## src/rtl/cva6_cfg_reader.sv

```systemverilog
// Read-only view of the CVA6 configuration table: single-entry reads or a streamed dump of every entry.
// Optional feature: CVA6_CFG_READER_CHECKSUM_EN adds entry 25, the XOR of entries 0..24.
module cva6_cfg_reader #(
  parameter int unsigned DataWidth = 32,
  parameter int unsigned IdxWidth  = 5
) (
  input  logic                 clk_i,
  input  logic                 rst_i,
  input  logic                 req_valid_i,
  output logic                 req_ready_o,
  input  logic [IdxWidth-1:0]  req_idx_i,
  input  logic                 dump_i,
  output logic                 rsp_valid_o,
  input  logic                 rsp_ready_i,
  output logic [DataWidth-1:0] rsp_data_o,
  output logic [IdxWidth-1:0]  rsp_idx_o,
  output logic                 rsp_err_o,
  output logic                 rsp_last_o,
  output logic [1:0]           dbg_state_o
);

  // Handshakes: a transfer happens on a rising edge where valid and ready are both high;
  // a raised rsp_valid_o keeps its payload stable until that transfer completes.

  typedef enum logic [1:0] {
    IDLE = 2'd0,
    RESP = 2'd1,
    DUMP = 2'd2
  } state_e;

  localparam int unsigned NumBase = 25;
`ifdef CVA6_CFG_READER_CHECKSUM_EN
  localparam int unsigned NumEntries = 26;
`else
  localparam int unsigned NumEntries = 25;
`endif
  localparam logic [IdxWidth-1:0] LastIdx = IdxWidth'(NumEntries - 1);

  // Values mirror cva6_config_pkg for the default CVA6 configuration.
  function automatic logic [31:0] base_val(input int unsigned i);
    case (i)
      0:  base_val = 32'd64;
      1:  base_val = 32'd1;
      7:  base_val = 32'd1;
      8:  base_val = 32'd1;
      9:  base_val = 32'd1;
      10: base_val = 32'd16384;
      11: base_val = 32'd4;
      12: base_val = 32'd128;
      13: base_val = 32'd32768;
      14: base_val = 32'd8;
      15: base_val = 32'd128;
      16: base_val = 32'd2;
      17: base_val = 32'd8;
      18: base_val = 32'd16;
      19: base_val = 32'd16;
      20: base_val = 32'd2;
      21: base_val = 32'd32;
      22: base_val = 32'd128;
      23: base_val = 32'd8;
      24: base_val = 32'd1;
      default: base_val = 32'd0;
    endcase
  endfunction

`ifdef CVA6_CFG_READER_CHECKSUM_EN
  function automatic logic [31:0] calc_checksum();
    logic [31:0] acc;
    acc = 32'd0;
    for (int unsigned i = 0; i < NumBase; i++) acc = acc ^ base_val(i);
    return acc;
  endfunction

  localparam logic [31:0] Checksum = calc_checksum();
`endif

  function automatic logic [31:0] entry_val(input int unsigned i);
    entry_val = base_val(i);
`ifdef CVA6_CFG_READER_CHECKSUM_EN
    if (i == NumBase) entry_val = Checksum;
`endif
  endfunction

  state_e              state_q, state_d;
  logic [IdxWidth-1:0] idx_q, idx_d;
  logic                hit;

  always_ff @(posedge clk_i or posedge rst_i) begin
    if (rst_i) begin
      state_q <= IDLE;
      idx_q   <= '0;
    end else begin
      state_q <= state_d;
      idx_q   <= idx_d;
    end
  end

  // idx_q doubles as the captured request index and the dump counter.
  always_comb begin
    state_d = state_q;
    idx_d   = idx_q;
    case (state_q)
      IDLE: begin
        if (req_valid_i) begin
          state_d = RESP;
          idx_d   = req_idx_i;
        end else if (dump_i) begin
          state_d = DUMP;
          idx_d   = '0;
        end
      end
      RESP: begin
        if (rsp_ready_i) state_d = IDLE;
      end
      DUMP: begin
        if (rsp_ready_i) begin
          if (idx_q == LastIdx) begin
            state_d = IDLE;
            idx_d   = '0;
          end else begin
            idx_d = idx_q + 1'b1;
          end
        end
      end
      default: state_d = IDLE;
    endcase
  end

  assign hit         = 32'(idx_q) < NumEntries;
  assign req_ready_o = (state_q == IDLE);
  assign rsp_valid_o = (state_q != IDLE);
  assign rsp_data_o  = (rsp_valid_o && hit) ? DataWidth'(entry_val(32'(idx_q))) : '0;
  assign rsp_idx_o   = rsp_valid_o ? idx_q : '0;
  assign rsp_err_o   = (state_q == RESP) && !hit;
  assign rsp_last_o  = (state_q == RESP) || ((state_q == DUMP) && (idx_q == LastIdx));
  assign dbg_state_o = state_q;

endmodule

```

## config.mk

```make
export PLATFORM = sky130hd
export DESIGN_NAME = cva6_cfg_reader
export DESIGN_NICKNAME = d
export VERILOG_FILES = /design/src/rtl/cva6_cfg_reader.sv
export SDC_FILE = /design/constraint.sdc
export NUM_CORES = 1
export LEC_CHECK = 0
export ABC_AREA = 0
export CORE_MARGIN = 5
export CORE_UTILIZATION = 39
export DETAILED_ROUTE_END_ITERATION = 7
export GPL_ROUTABILITY_DRIVEN = 0
export PLACE_DENSITY = 0.89
export SLEW_MARGIN = 20
export SYNTH_ARGS = -nofsm -noshare
export SYNTH_HDL_FRONTEND = slang
export SYNTH_SLANG_ARGS = --single-unit
```

## constraint.sdc

```tcl
create_clock -name clk_i -period 1.9 [get_ports clk_i]
set_clock_uncertainty 0.2 [all_clocks]
set_input_delay 0.38 -clock clk_i [delete_from_list [all_inputs] [get_ports clk_i]]
set_output_delay 0.38 -clock clk_i [all_outputs]
set_load 0.02 [all_outputs]
```

==> impl_metrics.yaml, run 1 <==
cts:
  clock_path_buffers: 2
  insertion_delay_ps: 250
  clk_pin_slew_ps: 50
  cts_htree_levels: 1
  tritoncts: "done"
  numCtsBuffers: 3
  clock_sinks: 7
  root_buffer: "clkbuf_4"
die:
  die_w_um: 60.4
  ios: 53
  initial_core_util_pct: 40.3
  core_area_um2: 2450
  rows: 18
  die_area_um2: 3650
  die_h_um: 60.4
grt:
  grt_usage_pct: 17.8
  grt_max_degree: 11
  antenna_found_initial: 0
  grt_pass1_vias: 1128
  grt_pass1_wl_um: 4840
  grt-ovfl-total: 0
pwr:
  power.density_nw_per_um2: 1680
  swShare_pct: 46.8
  total_power_mw: 2.93
  vdd_ir_drop_max_uv: 1160
  clkPwrFrac_pct: 4.4
  combPwrFrac_pct: 81.4
  p_int_mw: 1.55
  pwr-share-seq_pct: 14.1
  p_leak_nw: 0.816
  p_switching_mw: 1.37
timing:
  finalMaxSlewViolations: 0
  hold_ws_ps: 157
  period_minus_slack_ps: 2130
  hold_violations: 0
  grt_setup_unrepaired: "yes"
  finalSetupViolations: 12
  worst_slack_ps: -229
  min_period_over_period_pct: 112
  fmax_mhz: 470
  tns_ps: -1340
place:
  dp_cells: 208
  portBuffers: 30
  hpwl_um: 2420
synth:
  synth-edff-count: 0
  netlist_area_um2: 990
  synth_flop_cell: "dfrtp_1"
  ys_seq_area_share_pct: 17.7
  yosys_warnings: 0
  synth_cell_types: 42
  synthCells: 125
  netlist.area_leader.share_pct: 17.7
  yosys_register_bits: 7
  synth.most_common_cell: "buf_4"
  synthTopCellsByArea: "dfrtp_1, buf_4, ha_1"
  synth_top_cells_by_count: "buf_4, nor2_1, dfrtp_1, inv_1, nor3_1"
  syn_area_per_cell_um2: 7.92
  yosysTopAreaCell: "dfrtp_1"
  synth-async-reset-ratio_pct: 100
detailed_routing:
  ant_nets: 0
  drc: 0
  first_pass_iters: 4
  avgViaCountPerCell: 5.00
  routed_wl_um: 3470
  drt_iter0_markers: 16
  wl_per_cell_um: 15.4
  num_vias: 1126
setup_path:
  end_kind: "primary output"
  rr_endpoint: "idx_q[3]"
  reg2reg_depth: 6
  critPathLaunchType: "flop"
  worstPathMaxFanout: 6
  reg2reg_from: "idx_q[0]"
  cp.arrival_ps: 1550
  required_ps: 1320
  path_class: "reg2out"
  r2r_slack_ps: 60
cells_and_area:
  n_antenna_cell: 0
  area_delta_synth_final_pct: 75.9
  final_layout_size_suffix_gt1_share_pct: 57.9
  fin_cells: 225
  nets: 211
run_status:
  violations: "setup timing"
  status: "complete, but fails checks"
job:
  cap_violations: 0
min_path:
  hp-class: "in2async"
[per-layer routing]
| layer | up-vias | part of all wire (%) | track usage (%) |
|---|---|---|---|
| met5 | - | 0 | 0 |
| met4 | 0 | 2.9 | 8.23 |
| met3 | 12 | 6.8 | 4.04 |
| met2 | 52 | 56 | 34.9 |
| met1 | 517 | 35 | 17.3 |
| li1 | 545 | - | - |
[worst max-delay path, cell delays in order (launching register included)]
cell and delay [ps]:
dfrtp_2 470, inv_4 110, ha_4 140, mux2_4 150, nand2_2 50, a211oi_2 200
buf_4 170
[power groups by stage]
stage	sequential (mW)	combinational, mW	clock (mW)
3_5_place_dp	0.353	1.79	0
2_1_floorplan	0.330	0.983	0
4_1_cts	0.370	1.99	0.137
6_report	0.414	2.38	0.130
3_3_place_gp	0.338	1.72	0
5_1_grt	0.430	2.54	0.143
[cell families after synthesis]
| group | share of synthesized area, % |
|---|---|
| compound gates | 16.9 |
| other cells | 0.379 |
| mux | 1.14 |
| fa+ha+maj | 6.32 |
| simple gates | 33.4 |
| flops | 17.7 |
| buf+inv | 24.1 |
[state kept, by name, indices dropped and copies added (netlist names)]
name	cells
dbg_state_o	2
idx_q	5
[placed cells by master, fill, tap and decap left out, types with 2 or more instances in the layout]
master	instances
a31oi_1	4
a41oi_1	2
and2_4	3
and3_1	2
and3_4	3
and3b_1	2
buf_2	2
buf_4	43
buf_6	13
clkbuf_2	3
clkbuf_4	3
clkdlybuf4s50_1	9
conb_1	22
dfrtp_2	7
dlygate4sd2_1	2
ha_4	4
inv_1	3
inv_2	2
inv_4	2
nand2_1	2
nand2_2	3
nand3_1	5
nor2_1	6
nor2_4	3
nor2b_4	3
nor3_1	2
nor3_2	5
nor4bb_1	2
o311ai_1	2
o31ai_1	2
o41ai_2	2
[stage by stage]
| stage | utilization (%) | cell area [um2] | worst slack [ps] |
|---|---|---|---|
| floorplan | - | 1080 | 11.4 |
| global placement | 58.8 | 1440 | -367 |
| detailed placement | 58.8 | 1440 | -472 |
| CTS | 64.6 | 1590 | -199 |
| global route | 70.9 | 1740 | -281 |
| finish | 70.9 | 1740 | -229 |
[what timing repair did]
action	4_1_cts	5_1_grt
hold buffers	0	0
setup buffers	10	4
endpoints found under the setup margin	21	19
gates resized for setup	103	49
pin swaps	6	10
[worst max path at each step]
stage	startpoint	to	slack [ps]	depth (start not counted)
after detailed placement	idx_q[0]	rsp_data_o[7]	-470	6
after CTS	idx_q[0]	rsp_data_o[7]	-200	6
after floorplan	dbg_state_o[0]	rsp_data_o[5]	10	4
after global placement	idx_q[1]	rsp_data_o[0]	-370	6
final	idx_q[1]	rsp_data_o[0]	-230	6
after global routing	idx_q[1]	rsp_data_o[3]	-280	6
[cell type report]
type,instances,area (um2)
well taps,30,37.5
clock buffers,4,26.3
flip-flops and latches,7,184
repair buffers,74,633
inverters,7,31.3
multi-input cells,103,828
fillers,202,714
No activity file was read; power rests on OpenSTA's default activity.
==> inputs of run 2 (changes only) <==
--- a/config.mk
+++ b/config.mk
@@ -6,11 +6,13 @@
 export NUM_CORES = 1
 export LEC_CHECK = 0
 export ABC_AREA = 0
+export CAP_MARGIN = 5
 export CORE_MARGIN = 5
 export CORE_UTILIZATION = 39
 export DETAILED_ROUTE_END_ITERATION = 7
 export GPL_ROUTABILITY_DRIVEN = 0
 export PLACE_DENSITY = 0.89
+export SETUP_SLACK_MARGIN = 0.5
 export SLEW_MARGIN = 20
 export SYNTH_ARGS = -nofsm -noshare
 export SYNTH_HDL_FRONTEND = slang
==> run 2 against run 1 <==
The run still ends with setup timing left. Largest power group unchanged. First-iteration DRC count rose to 5.5 times the previous value. Critical path depth unchanged. Final area is 27% higher. Worst hold slack gained 28 ps.
==> impl_metrics.yaml, run 2 (same netlist as run 1, synthesis figures left out) <==
detailed_routing:
  avgViaCountPerCell: 5.87
  wl_per_cell_um: 24.0
  routed_wl_um: 5740
  ant_nets: 0
  drc: 0
  first_pass_iters: 4
  num_vias: 1403
  drt_iter0_markers: 88
die:
  initial_core_util_pct: 40.3
  die_area_um2: 3650
  die_h_um: 60.4
  core_area_um2: 2450
  ios: 53
  die_w_um: 60.4
  rows: 18
cts:
  holdBufCountCts: 0
  clock_sinks: 7
  clk_pin_slew_ps: 80
  numCtsBuffers: 3
  cts_htree_levels: 1
  clock_path_buffers: 2
  tritoncts: "done"
  insertion_delay_ps: 280
  root_buffer: "clkbuf_4"
pwr:
  vdd_ir_drop_max_uv: 1550
  total_power_mw: 4.15
  power.density_nw_per_um2: 1880
  p_leak_nw: 0.965
timing:
  finalMaxSlewViolations: 0
  min_period_over_period_pct: 116
  fmax_mhz: 456
  hold_violations: 0
  finalSetupViolations: 17
  hold_ws_ps: 185
  worst_slack_ps: -295
  grt_setup_unrepaired: "yes"
  period_minus_slack_ps: 2200
  tns_ps: -2380
setup_path:
  cp.arrival_ps: 1620
  critPathLaunchType: "flop"
  path_class: "reg2out"
  required_ps: 1320
  end_kind: "primary output"
  worstPathMaxFanout: 6
  reg2reg_from: "idx_q[0]"
  crit_path_start: "idx_q[1]"
job:
  cap_violations: 0
grt:
  grt_max_degree: 14
  grt_usage_pct: 26.4
  grt_pass1_vias: 1335
  grt_pass1_wl_um: 7030
  grt-ovfl-total: 0
  antenna_found_initial: 0
cells_and_area:
  largest_reg_flops: 5
  final_cell_mix: "buf_6, buf_4, conb_1"
  n_antenna_cell: 0
  nets: 225
  final_layout_size_suffix_gt1_share_pct: 71.3
  final_cell_area_um2: 2210
  layout_commonest_cell: "buf_6"
  area_delta_synth_final_pct: 123
  top_register: "idx_q"
place:
  placedInstanceArea_um2: 1620
  hpwl_um: 2570
  portBuffers: 30
run_status:
  status: "complete, but fails checks"
  violations: "setup timing"
min_path:
  hp-class: "in2async"
[run 2: area by class of cell]
cell class / instances / area, um2
Timing Repair Buffer: 88 / 910
Clock buffer: 4 / 26.3
Inverter: 7 / 31.3
Tap cell: 30 / 37.5
Sequential cell: 7 / 183
Fill cell: 90 / 246
Multi-Input combinational cell: 103 / 1020
[run 2: per-layer routing]
layer	global-route usage (%)	wire, um
met5	0	0
met4	17.1	290
met3	5.74	513
met2	44.9	2760
met1	29.6	2180
[run 2: worst max-delay path, stage by stage (launching register included)]
cell	delay, ps
dfrtp_2	470
inv_4	110
ha_4	140
mux2_4	160
nand2_4	60
a211oi_4	260
buf_6	150
[run 2: where the power goes]
group,switching [mW],internal [mW]
sequential,0.151,0.231
clock,0.0787,0.0813
combinational,1.75,1.86
[run 2: metrics by stage]
stage | util [%] | setup slack (ps) | cells
5_1_grt | 90.0 | -347 | 239
4_1_cts | 82.2 | -185 | 229
3_3_place_gp | 66.2 | -349 | 208
6_report | 90.0 | -295 | 239
3_5_place_dp | 66.2 | -395 | 208
2_1_floorplan | - | 101 | 146
[run 2: final timing paths]
| kind | end | slack [ps] | cells after the start |
|---|---|---|---|
| worst max-delay path | rsp_data_o[0] | -300 | 6 |
| worst min-delay path | idx_q[3] | 180 | 2 |
| worst max register to register | idx_q[2] | 50 | 7 |
| worst min register to register | dbg_state_o[0] | 540 | 2 |
| max in group asynchronous | idx_q[0] | 1020 | 2 |
| min in group clk_i | dbg_state_o[0] | 530 | 3 |
[run 2: timing repair]
item,CTS,global route
pin swaps,17,14
gates cloned,0,1
endpoints found under the setup margin,28,27
setup buffers,17,9
resized for setup,171,23
